**src/rtl/snn_axi_pkg.sv**
```systemverilog
// Shared types and constants for the spiking-network AXI4-Lite fetch path.
// Holds the fetch FSM state encoding, AXI response codes and the weight address map helper.
package snn_axi_pkg;

    typedef enum logic [1:0] {
        IDLE = 2'd0,
        ADDR = 2'd1,
        DATA = 2'd2,
        OUT  = 2'd3
    } fetch_state_t;

    localparam logic [1:0] AXI_RESP_OKAY   = 2'b00;
    localparam logic [1:0] AXI_RESP_SLVERR = 2'b10;

    localparam int unsigned WEIGHT_W = 16;
    localparam int unsigned INDEX_W  = 16;

    // Weights are one per 32-bit word; the byte address wraps at 32 bits.
    function automatic logic [31:0] weight_addr(input logic [31:0] base,
                                                 input logic [INDEX_W-1:0] idx);
        return base + {14'b0, idx, 2'b00};
    endfunction

endpackage

```
**src/rtl/synapse_weight_fetcher_if.sv**
```systemverilog
// Bundles the spike input, AXI4-Lite read channels and weight output stream of the fetcher.
// The master modport is the fetcher's view; the slave modport is the surrounding system's view.
interface synapse_weight_fetcher_if #(
    parameter int unsigned CNT_W = 8
);
    logic             spk_valid;
    logic             spk_ready;
    logic [15:0]      spk_base;
    logic [CNT_W-1:0] spk_count;

    logic [31:0]      m_axi_araddr;
    logic             m_axi_arvalid;
    logic             m_axi_arready;
    logic [31:0]      m_axi_rdata;
    logic [1:0]       m_axi_rresp;
    logic             m_axi_rvalid;
    logic             m_axi_rready;

    logic             wt_valid;
    logic             wt_ready;
    logic [15:0]      wt_data;
    logic [15:0]      wt_index;
    logic             wt_last;
    logic             wt_err;

    modport master (
        input  spk_valid, spk_base, spk_count,
        output spk_ready,
        output m_axi_araddr, m_axi_arvalid, m_axi_rready,
        input  m_axi_arready, m_axi_rdata, m_axi_rresp, m_axi_rvalid,
        output wt_valid, wt_data, wt_index, wt_last, wt_err,
        input  wt_ready
    );

    modport slave (
        output spk_valid, spk_base, spk_count,
        input  spk_ready,
        input  m_axi_araddr, m_axi_arvalid, m_axi_rready,
        output m_axi_arready, m_axi_rdata, m_axi_rresp, m_axi_rvalid,
        input  wt_valid, wt_data, wt_index, wt_last, wt_err,
        output wt_ready
    );

endinterface

```
**src/rtl/synapse_weight_fetcher.sv**
```systemverilog
// Spike-driven AXI4-Lite read master: one single-beat read per synapse of an accepted spike
// event, one read outstanding at a time, weights streamed out tagged with their synapse index.
module synapse_weight_fetcher
    import snn_axi_pkg::*;
#(
    parameter int unsigned NUM_SYNAPSES = 214,
    parameter logic [31:0] ADDR_BASE    = 32'h0000_0000,
    parameter int unsigned CNT_W        = 8
) (
    input  logic                     clk,
    input  logic                     rst,
    synapse_weight_fetcher_if.master bus,
    output logic                     busy,
    output logic [15:0]              err_count
);

    fetch_state_t         state_q, state_d;
    logic                 started_q, started_d;
    logic [INDEX_W-1:0]   idx_q, idx_d;
    logic [CNT_W-1:0]     rem_q, rem_d;
    logic [31:0]          araddr_q, araddr_d;
    logic [WEIGHT_W-1:0]  wt_data_q, wt_data_d;
    logic [INDEX_W-1:0]   wt_index_q, wt_index_d;
    logic                 wt_last_q, wt_last_d;
    logic                 wt_err_q, wt_err_d;
    logic [15:0]          err_count_q, err_count_d;
    logic                 spk_ready;

    // Range errors come back from the slave as SLVERR, so neither the upper data bits nor the bound drive logic.
    logic unused_ok;
    assign unused_ok = ^{bus.m_axi_rdata[31:16], (32'(idx_q) >= NUM_SYNAPSES)};

    assign spk_ready         = (state_q == IDLE) && started_q;
    assign bus.spk_ready     = spk_ready;
    assign bus.m_axi_arvalid = (state_q == ADDR);
    assign bus.m_axi_araddr  = araddr_q;
    assign bus.m_axi_rready  = (state_q == DATA);
    assign bus.wt_valid      = (state_q == OUT);
    assign bus.wt_data       = wt_data_q;
    assign bus.wt_index      = wt_index_q;
    assign bus.wt_last       = wt_last_q;
    assign bus.wt_err        = wt_err_q;
    assign busy              = (state_q != IDLE);
    assign err_count         = err_count_q;

    always_ff @(posedge clk or posedge rst) begin
        if (rst) begin
            state_q     <= IDLE;
            started_q   <= 1'b0;
            idx_q       <= '0;
            rem_q       <= '0;
            araddr_q    <= '0;
            wt_data_q   <= '0;
            wt_index_q  <= '0;
            wt_last_q   <= 1'b0;
            wt_err_q    <= 1'b0;
            err_count_q <= '0;
        end else begin
            state_q     <= state_d;
            started_q   <= started_d;
            idx_q       <= idx_d;
            rem_q       <= rem_d;
            araddr_q    <= araddr_d;
            wt_data_q   <= wt_data_d;
            wt_index_q  <= wt_index_d;
            wt_last_q   <= wt_last_d;
            wt_err_q    <= wt_err_d;
            err_count_q <= err_count_d;
        end
    end

    // The address is registered on entry to ADDR so it holds steady for the whole AR handshake.
    always_comb begin
        state_d     = state_q;
        started_d   = 1'b1;
        idx_d       = idx_q;
        rem_d       = rem_q;
        araddr_d    = araddr_q;
        wt_data_d   = wt_data_q;
        wt_index_d  = wt_index_q;
        wt_last_d   = wt_last_q;
        wt_err_d    = wt_err_q;
        err_count_d = err_count_q;

        unique case (state_q)
            IDLE: begin
                if (bus.spk_valid && spk_ready && (bus.spk_count != '0)) begin
                    idx_d    = bus.spk_base;
                    rem_d    = bus.spk_count;
                    araddr_d = weight_addr(ADDR_BASE, bus.spk_base);
                    state_d  = ADDR;
                end
            end
            ADDR: begin
                if (bus.m_axi_arready) begin
                    state_d = DATA;
                end
            end
            DATA: begin
                if (bus.m_axi_rvalid) begin
                    wt_data_d  = bus.m_axi_rdata[15:0];
                    wt_err_d   = (bus.m_axi_rresp != AXI_RESP_OKAY);
                    wt_index_d = idx_q;
                    wt_last_d  = (rem_q == CNT_W'(1));
                    if ((bus.m_axi_rresp != AXI_RESP_OKAY) && (err_count_q != 16'hFFFF)) begin
                        err_count_d = err_count_q + 16'd1;
                    end
                    state_d = OUT;
                end
            end
            OUT: begin
                if (bus.wt_ready) begin
                    if (rem_q == CNT_W'(1)) begin
                        state_d = IDLE;
                    end else begin
                        idx_d    = idx_q + 16'd1;
                        rem_d    = rem_q - CNT_W'(1);
                        araddr_d = weight_addr(ADDR_BASE, idx_q + 16'd1);
                        state_d  = ADDR;
                    end
                end
            end
            default: state_d = IDLE;
        endcase
    end

endmodule

```
**src/flat_wrapper.sv**
```systemverilog
// flat-port wrapper written by rule: the top's interface ports become plain ports
module synapse_weight_fetcher_flat import snn_axi_pkg::*;
#(
    parameter int unsigned NUM_SYNAPSES = 214,
    parameter logic [31:0] ADDR_BASE    = 32'h0000_0000,
    parameter int unsigned CNT_W        = 8
)
  (clk, rst, busy, err_count, bus_spk_valid, bus_spk_base, bus_spk_count, bus_spk_ready, bus_m_axi_araddr, bus_m_axi_arvalid, bus_m_axi_rready, bus_m_axi_arready, bus_m_axi_rdata, bus_m_axi_rresp, bus_m_axi_rvalid, bus_wt_valid, bus_wt_data, bus_wt_index, bus_wt_last, bus_wt_err, bus_wt_ready);
  synapse_weight_fetcher_if #(.CNT_W(CNT_W)) bus_i ();
  input  logic clk;
  input  logic rst;
  output logic busy;
  output logic [15:0] err_count;
  input wire logic [$bits(bus_i.spk_valid)-1:0] bus_spk_valid;
  input wire logic [$bits(bus_i.spk_base)-1:0] bus_spk_base;
  input wire logic [$bits(bus_i.spk_count)-1:0] bus_spk_count;
  output wire logic [$bits(bus_i.spk_ready)-1:0] bus_spk_ready;
  output wire logic [$bits(bus_i.m_axi_araddr)-1:0] bus_m_axi_araddr;
  output wire logic [$bits(bus_i.m_axi_arvalid)-1:0] bus_m_axi_arvalid;
  output wire logic [$bits(bus_i.m_axi_rready)-1:0] bus_m_axi_rready;
  input wire logic [$bits(bus_i.m_axi_arready)-1:0] bus_m_axi_arready;
  input wire logic [$bits(bus_i.m_axi_rdata)-1:0] bus_m_axi_rdata;
  input wire logic [$bits(bus_i.m_axi_rresp)-1:0] bus_m_axi_rresp;
  input wire logic [$bits(bus_i.m_axi_rvalid)-1:0] bus_m_axi_rvalid;
  output wire logic [$bits(bus_i.wt_valid)-1:0] bus_wt_valid;
  output wire logic [$bits(bus_i.wt_data)-1:0] bus_wt_data;
  output wire logic [$bits(bus_i.wt_index)-1:0] bus_wt_index;
  output wire logic [$bits(bus_i.wt_last)-1:0] bus_wt_last;
  output wire logic [$bits(bus_i.wt_err)-1:0] bus_wt_err;
  input wire logic [$bits(bus_i.wt_ready)-1:0] bus_wt_ready;
  assign bus_i.spk_valid = bus_spk_valid;
  assign bus_i.spk_base = bus_spk_base;
  assign bus_i.spk_count = bus_spk_count;
  assign bus_spk_ready = bus_i.spk_ready;
  assign bus_m_axi_araddr = bus_i.m_axi_araddr;
  assign bus_m_axi_arvalid = bus_i.m_axi_arvalid;
  assign bus_m_axi_rready = bus_i.m_axi_rready;
  assign bus_i.m_axi_arready = bus_m_axi_arready;
  assign bus_i.m_axi_rdata = bus_m_axi_rdata;
  assign bus_i.m_axi_rresp = bus_m_axi_rresp;
  assign bus_i.m_axi_rvalid = bus_m_axi_rvalid;
  assign bus_wt_valid = bus_i.wt_valid;
  assign bus_wt_data = bus_i.wt_data;
  assign bus_wt_index = bus_i.wt_index;
  assign bus_wt_last = bus_i.wt_last;
  assign bus_wt_err = bus_i.wt_err;
  assign bus_i.wt_ready = bus_wt_ready;
  synapse_weight_fetcher #(.NUM_SYNAPSES(NUM_SYNAPSES), .ADDR_BASE(ADDR_BASE), .CNT_W(CNT_W)) u_core (.clk(clk), .rst(rst), .bus(bus_i), .busy(busy), .err_count(err_count));
endmodule
```
**config.mk**
```make
export PLATFORM = sky130hd
export DESIGN_NAME = synapse_weight_fetcher_flat
export DESIGN_NICKNAME = d
export VERILOG_FILES = /design/src/rtl/snn_axi_pkg.sv /design/src/rtl/synapse_weight_fetcher_if.sv /design/src/rtl/synapse_weight_fetcher.sv /design/src/flat_wrapper.sv
export SDC_FILE = /design/constraint.sdc
export NUM_CORES = 1
export LEC_CHECK = 0
export CORE_MARGIN = 2
export CORE_UTILIZATION = 40
export DETAILED_ROUTE_END_ITERATION = 10
export PLACE_DENSITY = 0.81
export SLEW_MARGIN = 30
export SYNTH_ARGS = -nofsm -noshare
export SYNTH_HDL_FRONTEND = slang
export SYNTH_SLANG_ARGS = --single-unit
```
**constraint.sdc**
```tcl
create_clock -name clk -period 3.7 [get_ports clk]
set_input_delay 0.925 -clock clk [delete_from_list [all_inputs] [get_ports clk]]
set_output_delay 0.925 -clock clk [all_outputs]
set_load 0.03 [all_outputs]
```
==> results.yml, run 1 <==
yosys:
  syn_inst: 381
  syn_area_um2: 3953
  async_flop_share: 1.000
  syn_avg_cell_area_um2: 10.37
  ys_seq_area_frac: 0.4875
  synth_edf_count: 0
  ys_warn_count: 0
  synth_top_area_cell: "dfrtp_1"
  yosys-top-cells-area: "dfrtp_1 (49%), mux2_2 (8.5%), a21oi_1 (4.4%), buf_4 (3.4%), nand2_1 (2.9%)"
  ys_seq_elements: 77
  netlist.area_leader.share: 0.4875
  synth_flop_cell: "dfrtp_1"
  yosys.cell_types.count: 57
drt:
  postRouteWirelength_um: 9627
  first_iter_violations: 179
  via_count: 3304
  ant_nets: 0
  drt-pass1-iter-count: 5
  via_per_inst: 5.195
  post_drt_wl_per_cell_um: 15.14
  drc: 0
worst_hold_path:
  hp-class: "flip-flop to flip-flop"
die:
  die-area_um2: 10690
  dieWidth_um: 103.4
  start_util: 0.4081
  io_pins: 151
  row_count: 36
  die_h_um: 103.4
  core_um2: 9684
timing:
  drv_slew: 0
  fin_crit_ps: 2975
  rsz0062_at_grt: "no"
  hold_viol: 0
  max_freq_ghz: 0.3361
  worst_pin_slew_ps: 586.4
  tns_ps: 0
  clock_skew_ps: 11.07
  slew_headroom: 0.6091
  fin_crit_sh: 0.8041
  setup_violations: 0
clocking:
  postCtsSetupBuffers: 0
  numCtsBuffers: 9
  ctsResizeCount: 0
  cts_buffer_depth: 2
  cts_tree: "yes"
  root_buffer: "clkbuf_8"
  clkTransAtPathRegs_ps: 80
  cts.sink_count: 77
  postCtsHoldBufs: 0
  htreeDepth: 3
  clk_latency_ps: 340
global_routing:
  grt_pass1_wl_um: 15260
  antenna_found_initial: 0
  grt_busiest_layer: "met2"
  grtUsageMet3: 0.05444
  grtUsageMet2: 0.3037
  grt_pass1_vias: 3179
  grt_max_degree: 65
  grt_use_total: 0.1842
  met1_usage: 0.2280
  gr-total-overflow: 0
setup_path:
  start_kind: "flip-flop"
  cp.arrival_ps: 2050
  cp-end-kind: "output pin"
  critical_path_required_ps: 2770
  worstPathMaxFanout: 6
  crit_type: "flip-flop to output pin"
power_and_ir_drop:
  p_per_area_nw_per_um2: 875.1
  p_leak_nw: 2.232
  vdd_drop_max_mv: 0.4955
cells_and_area:
  fillers: 875
  layout.nets: 570
  fin_area_um2: 5429
  num_antenna_cells: 0
  syn_to_final_growth_pct: 37.35
  drive_gt1_frac: 0.1312
run:
  max-cap-violations: 0
place:
  postPlaceCellArea_um2: 5214
  dp_hpwl_um: 7000
  place_congestion: 0.8386
  numPortBuffers: 118
status:
  status: "complete, no violations"
==> cells in the mapped netlist (all sizes together) (3+ instances only) <==
cell type   n
a21oi      35
a2bb2oi     3
a41oi       3
and3        3
and4        4
buf        24
clkbuf      8
dfrtp      77
ha          8
inv        17
mux2       31
mux2i       5
nand2      31
nand2b      5
nand3      16
nand3b      3
nand4       6
nor2       14
nor2b       5
nor3        4
nor3b       3
o21ai      26
o22ai      11
or4         4
xnor2       5
xor2        4
==> registers in the layout (all words and copies together), names as in the netlist <==
signal,flops
u_core.bus.wt_data,16
u_core.bus.wt_err,1
u_core.started_q,1
u_core.bus.wt_last,1
u_core.err_count,16
u_core.bus.m_axi_araddr,16
u_core.bus.wt_index,16
u_core.rem_q,8
u_core.state_q,2
==> per-stage QoR <==
| step | power, W | std cells | hold WS [ps] | setup WS, ps | utilization |
|---|---|---|---|---|---|
| 2_1_floorplan | 0.003145 | 396 | 510.1 | 808.3 | - |
| 3_3_place_gp | 0.003989 | 620 | 467.1 | 708.4 | 0.5384 |
| 3_5_place_dp | 0.004081 | 620 | 469.1 | 675.9 | 0.5384 |
| 4_1_cts | 0.004793 | 636 | 489.3 | 695.3 | 0.5606 |
| 5_1_grt | 0.005068 | 636 | 499.5 | 562.8 | 0.5606 |
| 6_report | 0.004751 | 636 | 491.1 | 724.7 | 0.5606 |
==> per-layer routing <==
layer | up-vias | share of wire
met3 | 11 | 0.084
met2 | 125 | 0.49
met4 | 0 | 0.014
met5 | - | 0
li1 | 1571 | -
met1 | 1597 | 0.42
==> placed cells by master (no fill, tap or decap), types with 3 or more instances in the layout <==
| cell type | Yosys | layout |
|---|---|---|
| nand2b_1 | 5 | 5 |
| xor2_1 | 4 | 4 |
| and3_1 | 3 | 3 |
| o22ai_1 | 9 | 9 |
| nor3_1 | 4 | 4 |
| inv_1 | 17 | 16 |
| o21ai_0 | 19 | 19 |
| nand2_1 | 31 | 31 |
| mux2i_1 | 5 | 5 |
| nor2_1 | 13 | 13 |
| mux2_2 | 30 | 30 |
| o21ai_1 | 5 | 5 |
| dfrtp_1 | 77 | 77 |
| nand3b_1 | 3 | 3 |
| ha_1 | 8 | 7 |
| a21oi_1 | 35 | 35 |
| nor2b_1 | 5 | 5 |
| nand3_1 | 16 | 16 |
| nand4_1 | 6 | 6 |
| and4_1 | 4 | 4 |
| or4_4 | 3 | 3 |
| nor3b_1 | 3 | 3 |
| clkdlybuf4s50_1 | 0 | 118 |
| clkbuf_8 | 0 | 9 |
| a2bb2oi_1 | 3 | 3 |
| conb_1 | 2 | 17 |
| buf_4 | 18 | 4 |
| xnor2_1 | 5 | 5 |
==> power breakdown <==
group          leakage, nW  total [W]  internal [W]  switching, W
clock                0.100   0.000697      0.000383      0.000314
combinational         1.20    0.00254       0.00109       0.00145
sequential           0.931    0.00152       0.00119      0.000326
total                 2.23    0.00475       0.00267       0.00209
==> logic make-up after synthesis <==
group	Yosys count	synth area share
AND/OR/NAND/NOR	104	0.1409
AO/OA/AOI/OAI	96	0.1558
flip-flops	77	0.4875
buffers and inverters	49	0.06679
multiplexers	36	0.1019
XOR/XNOR	9	0.01994
adder cells (fa/ha/maj)	8	0.02533
other	2	0.001900
==> layout make-up <==
| type | count | area, um^2 | area share |
|---|---|---|---|
| Sequential cell | 77 | 1927 | 0.3549 |
| Multi-Input combinational cell | 270 | 1824 | 0.3360 |
| Timing Repair Buffer | 123 | 1231 | 0.2268 |
| Tap cell | 133 | 166.4 | 0.03065 |
| Clock buffer | 11 | 131.4 | 0.02420 |
| Clock inverter | 5 | 83.83 | 0.01544 |
| Inverter | 17 | 65.06 | 0.01198 |
==> final timing paths <==
kind / depth (start not counted) / from / slack, ps / to
min: 2 / u_core.bus.wt_err$_DFFE_PP0P_ / 490 / u_core.bus.wt_err$_DFFE_PP0P_
min in group asynchronous: 2 / rst / 900 / u_core.bus.wt_index[0]$_DFFE_PP0P_
max in group asynchronous: 3 / rst / 2170 / u_core.bus.wt_data[11]$_DFFE_PP0P_
min reg2reg: 2 / u_core.bus.wt_err$_DFFE_PP0P_ / 490 / u_core.bus.wt_err$_DFFE_PP0P_
max: 4 / u_core.state_q[0]$_DFFE_PP0P_ / 720 / busy
max reg2reg: 8 / u_core.state_q[1]$_DFFE_PP0P_ / 1340 / u_core.bus.m_axi_araddr[2]$_DFFE_PP0P_
==> worst max-delay path: stages, from the launching register on <==
cell and delay [ps]:
dfrtp_1 390, inv_1 100, ha_1 290, inv_1 230, clkdlybuf4s50_1 710
No activity file was read; power rests on OpenSTA's default activity.
==> inputs of run 2 (changes only) <==
--- a/config.mk
+++ b/config.mk
@@ -8,7 +8,7 @@
 export CORE_MARGIN = 2
 export CORE_UTILIZATION = 40
 export DETAILED_ROUTE_END_ITERATION = 10
-export PLACE_DENSITY = 0.81
+export PLACE_DENSITY = 0.84
 export SLEW_MARGIN = 30
 export SYNTH_ARGS = -nofsm -noshare
 export SYNTH_HDL_FRONTEND = slang
==> constraint.sdc (replaced) <==
create_clock -name clk -period 2.6 [get_ports clk]
set_input_delay 0.65 -clock clk [delete_from_list [all_inputs] [get_ports clk]]
set_output_delay 0.65 -clock clk [all_outputs]
set_load 0.03 [all_outputs]
==> run 2 against run 1 <==
- non-clock buffer count grew 6
- worst hold slack gained 7.8 ps
- die area is the same
- setup slack lost 560 ps
- wire length grew 1.3%
- largest cell class unchanged
==> results.yml, run 2 (synthesis gave the netlist of run 1 again) <==
drt:
  drt-pass1-iter-count: 4
  postRouteWirelength_um: 9751
  ant_nets: 0
  drc: 0
  via_per_inst: 5.270
  post_drt_wl_per_cell_um: 15.24
  first_iter_violations: 190
  via_count: 3373
cells_and_area:
  syn_to_final_growth_pct: 40.01
  most-common-layout-cells: "clkdlybuf4s50_1 (115), dfrtp_1 (77), a21oi_1 (35)"
  ff_latch_area_um2: 1927
  layout.nets: 576
  layout_commonest_cell: "clkdlybuf4s50_1"
  fin_cells: 640
  multi_input_area_um2: 1824
  fillers: 837
  num_antenna_cells: 0
  drive_gt1_frac: 0.1420
timing:
  setup_violations: 0
  drv_slew: 0
  worst_pin_slew_ps: 610.3
  clock_skew_ps: 13.54
  fin_crit_sh: 0.9371
  fin_crit_ps: 2436
  hold_viol: 0
  slew_headroom: 0.5874
  max_freq_ghz: 0.4104
  rsz0062_at_grt: "no"
  tns_ps: 0
global_routing:
  grt_pass1_wl_um: 15740
  grtUsageMet3: 0.03898
  grt_busiest_layer: "met2"
  antenna_found_initial: 0
  met1_usage: 0.2373
  grt_pass1_vias: 3269
  grt_use_total: 0.1886
  grt_max_degree: 61
  grtUsageMet2: 0.3266
  gr-total-overflow: 0
place:
  dp_hpwl_um: 7289
  numPortBuffers: 118
  place_congestion: 0.8138
  dp.cells: 626
power_and_ir_drop:
  p_per_area_nw_per_um2: 1255
  p_leak_nw: 2.305
  vdd_drop_max_mv: 0.6878
setup_path:
  cp_slowest_cell: "dlygate4sd2_1"
  critPathMostFrequentCell: "inv_1"
  critical_path_required_ps: 1950
  cp.arrival_ps: 1790
  r2r-start: "u_core.rem_q[1]$_DFFE_PP0P_"
  crit_type: "flip-flop to output pin"
  max_stage_delay_ps: 430
  crit_start: "u_core.state_q[0]$_DFFE_PP0P_"
  crit_chain: "inv_1, ha_1, inv_1, dlygate4sd2_1"
  path_buf_inv: 3
  worstPathMaxFanout: 6
  path_delay_family: "buffers and inverters"
  start_kind: "flip-flop"
  cp-end-kind: "output pin"
die:
  die_h_um: 103.4
  row_count: 36
  start_util: 0.4081
  dieWidth_um: 103.4
  die-area_um2: 10690
  core_um2: 9684
  io_pins: 151
clocking:
  numCtsBuffers: 9
  cts_tree: "yes"
  postCtsSetupBuffers: 0
  htreeDepth: 3
  cts_buffer_depth: 2
  root_buffer: "clkbuf_8"
  clkTransAtPathRegs_ps: 80
  clk_latency_ps: 340
  cts.sink_count: 77
worst_hold_path:
  min-delay-start: "u_core.bus.wt_index[5]$_DFFE_PP0P_"
  hp-class: "flip-flop to flip-flop"
run:
  max-cap-violations: 0
status:
  status: "complete, no violations"
==> run 2: cell count changes in the layout (fill, tap and decap cells not counted), sizes merged <==
cell / change
buf: +6
dlygate4sd2: +2
clkinv: -1
dlymetal6s2s: +1
clkbuf: -1
inv: -1
bufinv: +1
clkdlybuf4s50: -3
==> run 2: stage by stage <==
stage | total power [W] | setup WS, ps | hold slack [ps] | cell area [um^2] | utilization
floorplan | 0.004475 | 545.9 | 510.1 | 4013 | -
global placement | 0.005752 | 47.08 | 468.1 | 5299 | 0.5472
detailed placement | 0.005900 | 22.41 | 476.9 | 5299 | 0.5472
CTS | 0.006985 | 17.30 | 498.2 | 5532 | 0.5712
global route | 0.007400 | 47.83 | 530.6 | 5534 | 0.5714
finish | 0.006944 | 163.5 | 498.8 | 5534 | 0.5714
==> run 2: worst min-delay path: cells and delay by family (launching register included) <==
family / cells / cell delay [ps]
AO/OA/AOI/OAI: 1 / 70
flip-flops: 1 / 350
AND/OR/NAND/NOR: 1 / 50
==> run 2: what timing repair did <==
item                                    CTS  global route
endpoints found under the setup margin    2             1
gates resized for setup                   2             1
hold buffers                              0             0
==> run 2: worst paths after layout <==
path / endpoint / slack, ps / cells past startpoint
max: busy / 160 / 4
min: u_core.bus.wt_index[5]$_DFFE_PP0P_ / 500 / 2
max reg2reg: u_core.rem_q[4]$_DFFE_PP0P_ / 310 / 8
min reg2reg: u_core.bus.wt_index[5]$_DFFE_PP0P_ / 500 / 2
max in group asynchronous: u_core.rem_q[5]$_DFFE_PP0P_ / 1330 / 3
min in group asynchronous: u_core.bus.wt_index[3]$_DFFE_PP0P_ / 750 / 2
==> run 2: area by class of cell <==
cell class	instances	share of cell area
Clock buffer	10	0.02487
Clock inverter	4	0.01764
Multi-Input combinational cell	270	0.3296
Inverter	17	0.01221
Timing Repair Buffer	129	0.2374
Tap cell	133	0.03007
Sequential cell	77	0.3482
==> run 2: power by group <==
group | switching, W | internal (W) | total (W)
Combinational | 0.00208 | 0.00162 | 0.00370
Clock | 0.000427 | 0.000654 | 0.00108
Sequential | 0.000468 | 0.00169 | 0.00216
Total | 0.00298 | 0.00396 | 0.00694
==> run 2: routing by layer <==
| metal | part of all wire | wire (um) |
|---|---|---|
| met2 | 0.51 | 4942 |
| met4 | 0.016 | 158 |
| met1 | 0.40 | 3909 |
| met5 | 0 | 0 |
| met3 | 0.076 | 741 |
